File: config.mk
export PLATFORM = sky130hd
export DESIGN_NAME = cdb_arbiter
export DESIGN_NICKNAME = d
export VERILOG_FILES = /design/src/rtl/cdb_arbiter_pkg.sv /design/src/rtl/cdb_arbiter_rr_psel.sv /design/src/rtl/cdb_arbiter.sv
export SDC_FILE = /design/constraint.sdc
export NUM_CORES = 1
export LEC_CHECK = 0
export ABC_AREA = 1
export CORE_ASPECT_RATIO = 1.75
export CORE_MARGIN = 2
export CORE_UTILIZATION = 49
export CTS_CLUSTER_DIAMETER = 60
export DETAILED_ROUTE_END_ITERATION = 7
export PLACE_DENSITY = 0.79
export SYNTH_ARGS = -nofsm -noshare
export SYNTH_HDL_FRONTEND = slang
export SYNTH_HIERARCHICAL = 1
export SYNTH_SLANG_ARGS = --single-unit
File: constraint.sdc
create_clock -name clock -period 6.38 [get_ports clock]
set_input_delay 1.276 -clock clock [delete_from_list [all_inputs] [get_ports clock]]
set_output_delay 1.276 -clock clock [all_outputs]
set_load 0.01 [all_outputs]
File: src/rtl/cdb_arbiter_pkg.sv
// cdb_arbiter_pkg: shared sizes and bus payload types for the CDB arbiter.
// Optional CDB_ARB_AGE_EN adds the age-limit constants used by urgent priority.
package cdb_arbiter_pkg;

    localparam int unsigned NUM_FU_ALU  = 3;
    localparam int unsigned NUM_FU_MULT = 2;
    localparam int unsigned NUM_FU_LOAD = 1;
    localparam int unsigned NUM_REQ     = NUM_FU_ALU + NUM_FU_MULT + NUM_FU_LOAD;
    localparam int unsigned CDB_WIDTH   = 2;

    localparam int unsigned PRN_W  = 6;
    localparam int unsigned DATA_W = 32;
    localparam int unsigned ROB_W  = 5;

    localparam int unsigned PTR_W = $clog2(NUM_REQ);
    localparam int unsigned CNT_W = $clog2(NUM_REQ + 1);

`ifdef CDB_ARB_AGE_EN
    localparam int unsigned AGE_LIMIT = 4;
    localparam int unsigned AGE_W     = $clog2(AGE_LIMIT + 1);
`endif

    // Completed result presented by a functional unit
    typedef struct packed {
        logic              valid;
        logic [PRN_W-1:0]  dest_prn;
        logic [DATA_W-1:0] value;
        logic [ROB_W-1:0]  robn;
    } fu_result_t;

    // One broadcast lane; robn rides along so the ROB can mark completion
    typedef struct packed {
        logic              valid;
        logic [PRN_W-1:0]  dest_prn;
        logic [DATA_W-1:0] value;
        logic [ROB_W-1:0]  robn;
    } cdb_packet_t;

endpackage

File: src/rtl/cdb_arbiter_rr_psel.sv
// cdb_arbiter_rr_psel: rotating-priority selector granting up to GRANTS
// requests per cycle, scanning from ptr_i upward modulo WIDTH.
module cdb_arbiter_rr_psel #(
    parameter int unsigned WIDTH  = 6,
    parameter int unsigned GRANTS = 2,
    localparam int unsigned PW    = (WIDTH > 1) ? $clog2(WIDTH) : 1,
    localparam int unsigned GW    = (GRANTS > 1) ? $clog2(GRANTS) : 1,
    localparam int unsigned CW    = $clog2(GRANTS + 1)
) (
    input  logic [WIDTH-1:0]              req_i,
    input  logic [PW-1:0]                 ptr_i,
    output logic [GRANTS-1:0][WIDTH-1:0]  gnt_o,
    output logic [GRANTS-1:0][PW-1:0]     idx_o,
    output logic [CW-1:0]                 cnt_o
);

    // k-th request found in scan order lands on lane k
    always_comb begin
        int unsigned idx;
        int unsigned cnt;
        gnt_o = '0;
        idx_o = '0;
        idx   = 0;
        cnt   = 0;
        for (int unsigned k = 0; k < WIDTH; k++) begin
            idx = 32'(ptr_i) + k;
            if (idx >= WIDTH) idx = idx - WIDTH;
            if (req_i[PW'(idx)] && (cnt < GRANTS)) begin
                gnt_o[GW'(cnt)][PW'(idx)] = 1'b1;
                idx_o[GW'(cnt)]           = PW'(idx);
                cnt = cnt + 1;
            end
        end
        cnt_o = CW'(cnt);
    end

endmodule

File: src/rtl/cdb_arbiter.sv
// cdb_arbiter: per-FU one-entry result holds shared onto CDB_WIDTH broadcast
// lanes by rotating priority. Define CDB_ARB_AGE_EN to give holds that have
// waited AGE_LIMIT cycles urgent priority ahead of the rotating order.
module cdb_arbiter
    import cdb_arbiter_pkg::*;
(
    input  logic                         clock,
    input  logic                         reset,
    input  fu_result_t  [NUM_REQ-1:0]    fu_result,
    input  logic                         squash,
    output cdb_packet_t [CDB_WIDTH-1:0]  cdb_packet,
    output logic        [NUM_REQ-1:0]    fu_avail,
    output logic        [CNT_W-1:0]      pending_cnt
);

    localparam int unsigned LCNT_W = $clog2(CDB_WIDTH + 1);

    fu_result_t [NUM_REQ-1:0]          hold_q, hold_d;
    logic [PTR_W-1:0]                  rr_ptr_q, rr_ptr_d;
    logic [NUM_REQ-1:0]                hold_vld;
    logic [NUM_REQ-1:0]                grant;
    logic [NUM_REQ-1:0]                capture;
    logic [CDB_WIDTH-1:0][NUM_REQ-1:0] lane_gnt;
    logic [CDB_WIDTH-1:0][PTR_W-1:0]   lane_idx;
    logic [LCNT_W-1:0]                 lane_cnt;
    logic [PTR_W-1:0]                  last_idx;

    // Valid bits of all holds as a request vector
    always_comb begin
        hold_vld = '0;
        for (int unsigned i = 0; i < NUM_REQ; i++) hold_vld[i] = hold_q[i].valid;
    end

`ifdef CDB_ARB_AGE_EN
    localparam int unsigned LIDX_W = (CDB_WIDTH > 1) ? $clog2(CDB_WIDTH) : 1;

    logic [NUM_REQ-1:0][AGE_W-1:0]     age_q, age_d;
    logic [NUM_REQ-1:0]                urgent;
    logic [CDB_WIDTH-1:0][NUM_REQ-1:0] u_gnt, n_gnt;
    logic [CDB_WIDTH-1:0][PTR_W-1:0]   u_idx, n_idx;
    logic [LCNT_W-1:0]                 u_cnt, n_cnt;

    // Holds that have waited AGE_LIMIT cycles form the urgent set
    always_comb begin
        urgent = '0;
        for (int unsigned i = 0; i < NUM_REQ; i++)
            urgent[i] = hold_vld[i] && (age_q[i] >= AGE_W'(AGE_LIMIT));
    end

    cdb_arbiter_rr_psel #(.WIDTH(NUM_REQ), .GRANTS(CDB_WIDTH)) u_psel_urgent (
        .req_i (urgent),
        .ptr_i (rr_ptr_q),
        .gnt_o (u_gnt),
        .idx_o (u_idx),
        .cnt_o (u_cnt)
    );

    cdb_arbiter_rr_psel #(.WIDTH(NUM_REQ), .GRANTS(CDB_WIDTH)) u_psel_normal (
        .req_i (hold_vld & ~urgent),
        .ptr_i (rr_ptr_q),
        .gnt_o (n_gnt),
        .idx_o (n_idx),
        .cnt_o (n_cnt)
    );

    // Urgent grants take the low lanes, normal grants fill the rest
    always_comb begin
        int unsigned total;
        lane_gnt = '0;
        lane_idx = '0;
        total    = 32'(u_cnt) + 32'(n_cnt);
        for (int unsigned l = 0; l < CDB_WIDTH; l++) begin
            if (l < 32'(u_cnt)) begin
                lane_gnt[l] = u_gnt[l];
                lane_idx[l] = u_idx[l];
            end else begin
                lane_gnt[l] = n_gnt[LIDX_W'(l - 32'(u_cnt))];
                lane_idx[l] = n_idx[LIDX_W'(l - 32'(u_cnt))];
            end
        end
        lane_cnt = (total > CDB_WIDTH) ? LCNT_W'(CDB_WIDTH) : LCNT_W'(total);
    end

    // Age counts cycles a valid hold sits ungranted, saturating at AGE_LIMIT
    always_comb begin
        age_d = age_q;
        for (int unsigned i = 0; i < NUM_REQ; i++) begin
            if (squash || capture[i] || grant[i] || !hold_vld[i])
                age_d[i] = '0;
            else if (age_q[i] < AGE_W'(AGE_LIMIT))
                age_d[i] = age_q[i] + AGE_W'(1);
        end
    end

    // Age register
    always_ff @(posedge clock or negedge reset) begin
        if (!reset) age_q <= '0;
        else        age_q <= age_d;
    end
`else
    cdb_arbiter_rr_psel #(.WIDTH(NUM_REQ), .GRANTS(CDB_WIDTH)) u_psel (
        .req_i (hold_vld),
        .ptr_i (rr_ptr_q),
        .gnt_o (lane_gnt),
        .idx_o (lane_idx),
        .cnt_o (lane_cnt)
    );
`endif

    // Route granted holds onto lanes; squash suppresses every grant
    always_comb begin
        grant      = '0;
        cdb_packet = '0;
        if (!squash) begin
            for (int unsigned l = 0; l < CDB_WIDTH; l++) begin
                if (lane_gnt[l] != '0) begin
                    grant                  = grant | lane_gnt[l];
                    cdb_packet[l].valid    = 1'b1;
                    cdb_packet[l].dest_prn = hold_q[lane_idx[l]].dest_prn;
                    cdb_packet[l].value    = hold_q[lane_idx[l]].value;
                    cdb_packet[l].robn     = hold_q[lane_idx[l]].robn;
                end
            end
        end
    end

    // An FU may issue when its hold is empty or drains this cycle
    always_comb begin
        fu_avail = squash ? '1 : (~hold_vld | grant);
        capture  = '0;
        for (int unsigned i = 0; i < NUM_REQ; i++)
            capture[i] = fu_result[i].valid && fu_avail[i] && !squash;
    end

    assign pending_cnt = CNT_W'($countones(hold_vld));

    // Hold load/drain and rotating pointer advance past the last grant
    always_comb begin
        hold_d   = hold_q;
        rr_ptr_d = rr_ptr_q;
        last_idx = '0;
        if (squash) begin
            hold_d   = '0;
            rr_ptr_d = '0;
        end else begin
            for (int unsigned i = 0; i < NUM_REQ; i++) begin
                if (capture[i])    hold_d[i]       = fu_result[i];
                else if (grant[i]) hold_d[i].valid = 1'b0;
            end
            if (lane_cnt != '0) begin
                for (int unsigned l = 0; l < CDB_WIDTH; l++)
                    if (lane_gnt[l] != '0) last_idx = lane_idx[l];
                rr_ptr_d = (last_idx == PTR_W'(NUM_REQ - 1)) ? '0 : last_idx + PTR_W'(1);
            end
        end
    end

    // Hold and pointer registers
    always_ff @(posedge clock or negedge reset) begin
        if (!reset) begin
            hold_q   <= '0;
            rr_ptr_q <= '0;
        end else begin
            hold_q   <= hold_d;
            rr_ptr_q <= rr_ptr_d;
        end
    end

endmodule

; ---- Yosys cells after proc, flatten, opt, wreduce, memory -nomap -nowiden
; Index checks and enable logic that the tools add are counted.
[classes]
add_sub_neg = 22
n_lt_le_gt_ge = 35
n_eq_ne = 1
muxes = 111
bitwise = 8
reduce_logical = 45
[ops]
columns = op, count
row1 = $mux W43, 8
row2 = $bmux W44 S3, 2
row3 = $mux W264, 1
row4 = $lt A32 B2 Y1 const B, 4
row5 = $mux W32, 4
row6 = $add A32 B1 Y32 const B, 3
row7 = $mux W6, 16
row8 = $mux W44, 2
row9 = $mux W88, 1
row10 = $mux W12, 5
row11 = $mux W3, 19
row12 = $or A12 B12 Y12, 4
row13 = $lt A3 B4 Y1 const B, 8
row14 = $bwmux W6, 5
row15 = $demux W6 S1, 5
row16 = $logic_and A1 B1 Y1, 28
row17 = $mux W1, 25
row18 = $ge A4 B3 Y1 const B, 5
row19 = $bmux W1 S3, 6
row20 = $demux W1 S3, 6
row21 = $ge A3 B1 Y1 const B, 6
row22 = $reduce_bool A3 Y1, 6
row23 = $sub A3 B3 Y3 const B, 6
row24 = $reduce_bool A2 Y1, 8
row25 = other kinds (20), 39
[word_totals]
ff_bits = 267
in_bits = 267
output_inout_bits = 97
word_cells = 247

; ---- Depth between registers and ports, before layout
[depth]
ltp_word = 35
mapped_depth = 39
ltp_nobuf = 34

; ---- Modules after synthesis
; The synthesis kept the hierarchy.
[by_module_without_submodules]
columns = mod, n_inst, cells_per_inst, area_per_inst_um2, seq_area_each_um2
row1 = cdb_arbiter, 1, 2092, 17312.9, 6681.4
row2 = cdb_arbiter_rr_psel, 1, 366, 1899.3, 0.0

; ---- Worst setup path after synthesis
; Ideal clock, no wire load.
[synth_timing]
kind = register to output
from = reg rr_ptr_q[0]
to = out cdb_packet[0] in the netlist's numbering
arrival_ns = 5.628
t_required_ns = 5.104
slack_ns = -0.524
path_stages_with_launch = 36
path_buffers = 5
cell_sequence = dfrtp_1 > buf_4 > inv_1 > clkbuf_1 > clkbuf_1 > ha_1 > inv_1 > nand3_1 > nand2_1 > inv_1 > nand2_1 > nand2_1 > nand3_1 > nand3_2 > ha_1 > inv_1 > nand2_1 > inv_1 > fa_1 > ha_1 > nand4_1 > nand2_1 > ha_1 > nand3_1 > nand2_2 > inv_2 > nand3_4 > nor2_4 > nand2_1 > o21ai_1 > buf_2 > buf_1 > o211ai_1 > nand2_1 > a32oi_1 > nor2_1
[synth_rtl]
columns = item, line
row1 = "start, declared", cdb_arbiter.sv:19  ; logic [PTR_W-1:0] rr_ptr_q, rr_ptr_d;
row2 = "start signal, assigned", cdb_arbiter.sv:165  ; rr_ptr_q <= rr_ptr_d;
row3 = "end, declared", cdb_arbiter.sv:11  ; output cdb_packet_t [CDB_WIDTH-1:0] cdb_packet,

==> impl_metrics.env <==
export IMPL_outcome="complete, but fails checks"
export IMPL_violations="negative setup slack"
export IMPL_grt_pass1_wl_mm=135
export IMPL_grt_max_degree=136
export IMPL_fmax_mhz=140
export IMPL_synthDominantCellAreaShare_pct=34.8
export IMPL_port_buffers=363
export IMPL_worst_skew_pair_late_latency_ps=580
export IMPL_clk_path_buf_depth=3
export IMPL_syn_nets=2744
export IMPL_crit_top_cell="inv_2"
export IMPL_rows=96
export IMPL_ioPinCount=364
export IMPL_clock_skew_ps=16.2
export IMPL_slowest_delay_ps=470
export IMPL_arrival_ps=5860
export IMPL_layout_cells_non_filler=3558
export IMPL_dp_cells=3379
export IMPL_hold_path_class="flop to flop"
export IMPL_async_flop_share_pct=100
export IMPL_hold_viol=0
export IMPL_cap_violations=0
export IMPL_synth_simple_area_share_pct=28.2
export IMPL_synthXorXnorAreaFrac_pct=0.176
export IMPL_drive_above_1_share_pct=36.2
export IMPL_rsz0062_at_grt="true"
export IMPL_gp_congestion=1.04
export IMPL_drc_errors=0
export IMPL_synthAdderAreaFrac_pct=1.39
export IMPL_synth_top_family_by_area="simple AND/OR/NAND/NOR gates"
export IMPL_layout_commonest_cell="nand2_1"
export IMPL_nNetsFinal=3329
export IMPL_min_period_over_period_pct=112
export IMPL_finalMaxSlewViolations=0
export IMPL_ctsHoldBuffers=0
export IMPL_clk_pin_slew_ps=70
export IMPL_yosysTopAreaCell="dfrtp_1"
export IMPL_cp_max_fo=8
export IMPL_drt_pass1_iterations=8
export IMPL_synth_edff_count=0
export IMPL_slew_limit_headroom_pct=19.6
export IMPL_area_growth_pct=47.5
export IMPL_antenna_found_initial=5
export IMPL_cts_sinks=267
export IMPL_slowest_stage="fa_1"
export IMPL_setup_viol=88
export IMPL_hpwl_mm=66.6
export IMPL_synth_area_mm2=0.0192
export IMPL_syn_avg_cell_area_um2=7.82
export IMPL_ys_seq_elements=267
export IMPL_fp_dieW_um=154
export IMPL_yosysSeqAreaShare_pct=34.8
export IMPL_routedWlPerCell_um=27.3
export IMPL_ys_flop_type="dfrtp_1"
export IMPL_grt_overflow=0
export IMPL_muxShareOfSynthArea_pct=0
export IMPL_critPathRequiredTime_ps=5100
export IMPL_core_area_mm2=0.0389
export IMPL_synth_compound_area_share_pct=21.9
export IMPL_tightest_slew_ps=1210
export IMPL_worst_setup_path_type="flop to output port"
export IMPL_cts_root_buf="clkbuf_16"
export IMPL_synthTopCellsByArea="dfrtp_1 35%, nand2_1 11%, nand3_2 8.1%, o211ai_1 7.0%, inv_1 6.2%"
export IMPL_mostFrequentLayoutCells="452 x nand2_1, 307 x inv_1, 268 x clkdlybuf4s50_1"
export IMPL_route_vias_total=22100
export IMPL_grt_pass1_vias=21700
export IMPL_synthCells=2458
export IMPL_ys_types=44
export IMPL_h_tree_depth=1
export IMPL_period_minus_slack_ps=7140
export IMPL_yosysWarnings=6
export IMPL_wirelength_mm=97.1
export IMPL_cts_made_buffers=29
export IMPL_cp_start_kind="flop"
export IMPL_die_h_um=266
export IMPL_ant_nets=0
export IMPL_initial_core_util_pct=49.4
export IMPL_cts_tree="built"
export IMPL_drt_iter0_markers=2438
export IMPL_cp_end_kind="output port"
export IMPL_viasPerCell=6.22
export IMPL_timing_final_ws_setup_ps=-757
export IMPL_dieArea_mm2=0.0409
export IMPL_grt_total_usage_pct=44.0
critical path: cells and delay by family, from the launching register on:
| kind | cells | cell delay [ps] |
|---|---|---|
| simple gates | 18 | 1770 |
| fa+ha+maj | 5 | 1560 |
| buf+inv | 11 | 1090 |
| flops | 1 | 430 |
| compound gates | 2 | 430 |
stage by stage:
| stage | util [%] | area (µm²) | setup WS [ps] | setup TNS (ps) | hold WS, ps |
|---|---|---|---|---|---|
| after detailed placement | 63.0 | 24500 | -721 | -50150 | 522 |
| final | 72.8 | 28300 | -757 | -52010 | 538 |
| after global routing | 72.8 | 28300 | -924 | -68840 | 558 |
| after CTS | 69.6 | 27100 | -598 | -43100 | 539 |
| after floorplan | - | 19300 | 33.0 | 0 | 497 |
| after global placement | 63.0 | 24500 | -678 | -48210 | 511 |
cells in the mapped netlist, drive strengths merged, types with 2 or more instances:
cell     number
a22oi         4
a32oi        86
a21oi        15
o2111ai       3
nor3          3
nor2        143
nand3       310
clkinv        2
o21ai       296
xor2          2
inv         328
nand2       600
nand4         7
clkbuf       35
buf         151
fa            4
o211ai      178
ha           15
dfrtp       267
o221ai        5
worst paths after layout:
kind | from | to | slack (ps) | depth (start not counted)
max | rr_ptr_q[1] | cdb_packet[17] | -760 | 36
min reg2reg | hold_q[184] | hold_q[184] | 540 | 2
min | hold_q[184] | hold_q[184] | 540 | 2
max reg2reg | rr_ptr_q[1] | hold_q[191] | 660 | 37
min in group asynchronous | reset | hold_q[224] | 680 | 1
max in group asynchronous | reset | rr_ptr_q[0] | 4170 | 2
state kept, by name (all words and copies together), names as in the netlist:
signal / cells
hold_q: 264
rr_ptr_q: 3
cell families (layout without fill, tap and decap cells):
family                   after synthesis  count (layout)
AO/OA/AOI/OAI                        590             590
XOR/XNOR                               3               3
other                                  0               4
adder cells (fa/ha/maj)               19              19
buffers and inverters                516            1122
flip-flops                           267             267
AND/OR/NAND/NOR                     1063            1063
repair_timing:
item / 4_1_cts / 5_1_grt
endpoints found under the hold margin: 0 / 0
setup buffers: 58 / 53
cloned: 15 / 15
gates resized for setup: 520 / 267
pin swaps: 237 / 240
setup endpoints to repair: 94 / 94
per-layer routing:
metal	up-vias	wire, µm	global-route usage (%)
li1	9460	-	-
met1	10400	29100	44.3
met2	1604	46400	75.1
met3	646	8560	7.66
met4	0	13000	43.7
met5	-	0	0
final cells by class:
type / count / area (µm²)
clock buffer: 37 / 796
inverter: 330 / 1270
fill: 2837 / 10600
tap: 490 / 613
sequential: 267 / 6680
clock inverter: 15 / 174
multi-input combinational: 1675 / 11300
timing repair buffer: 740 / 7480
antenna: 4 / 10.0
Power is left out: the tool's default activity adds up to more than one toggle a clock period on the data nets, which glitch-free logic cannot reach.
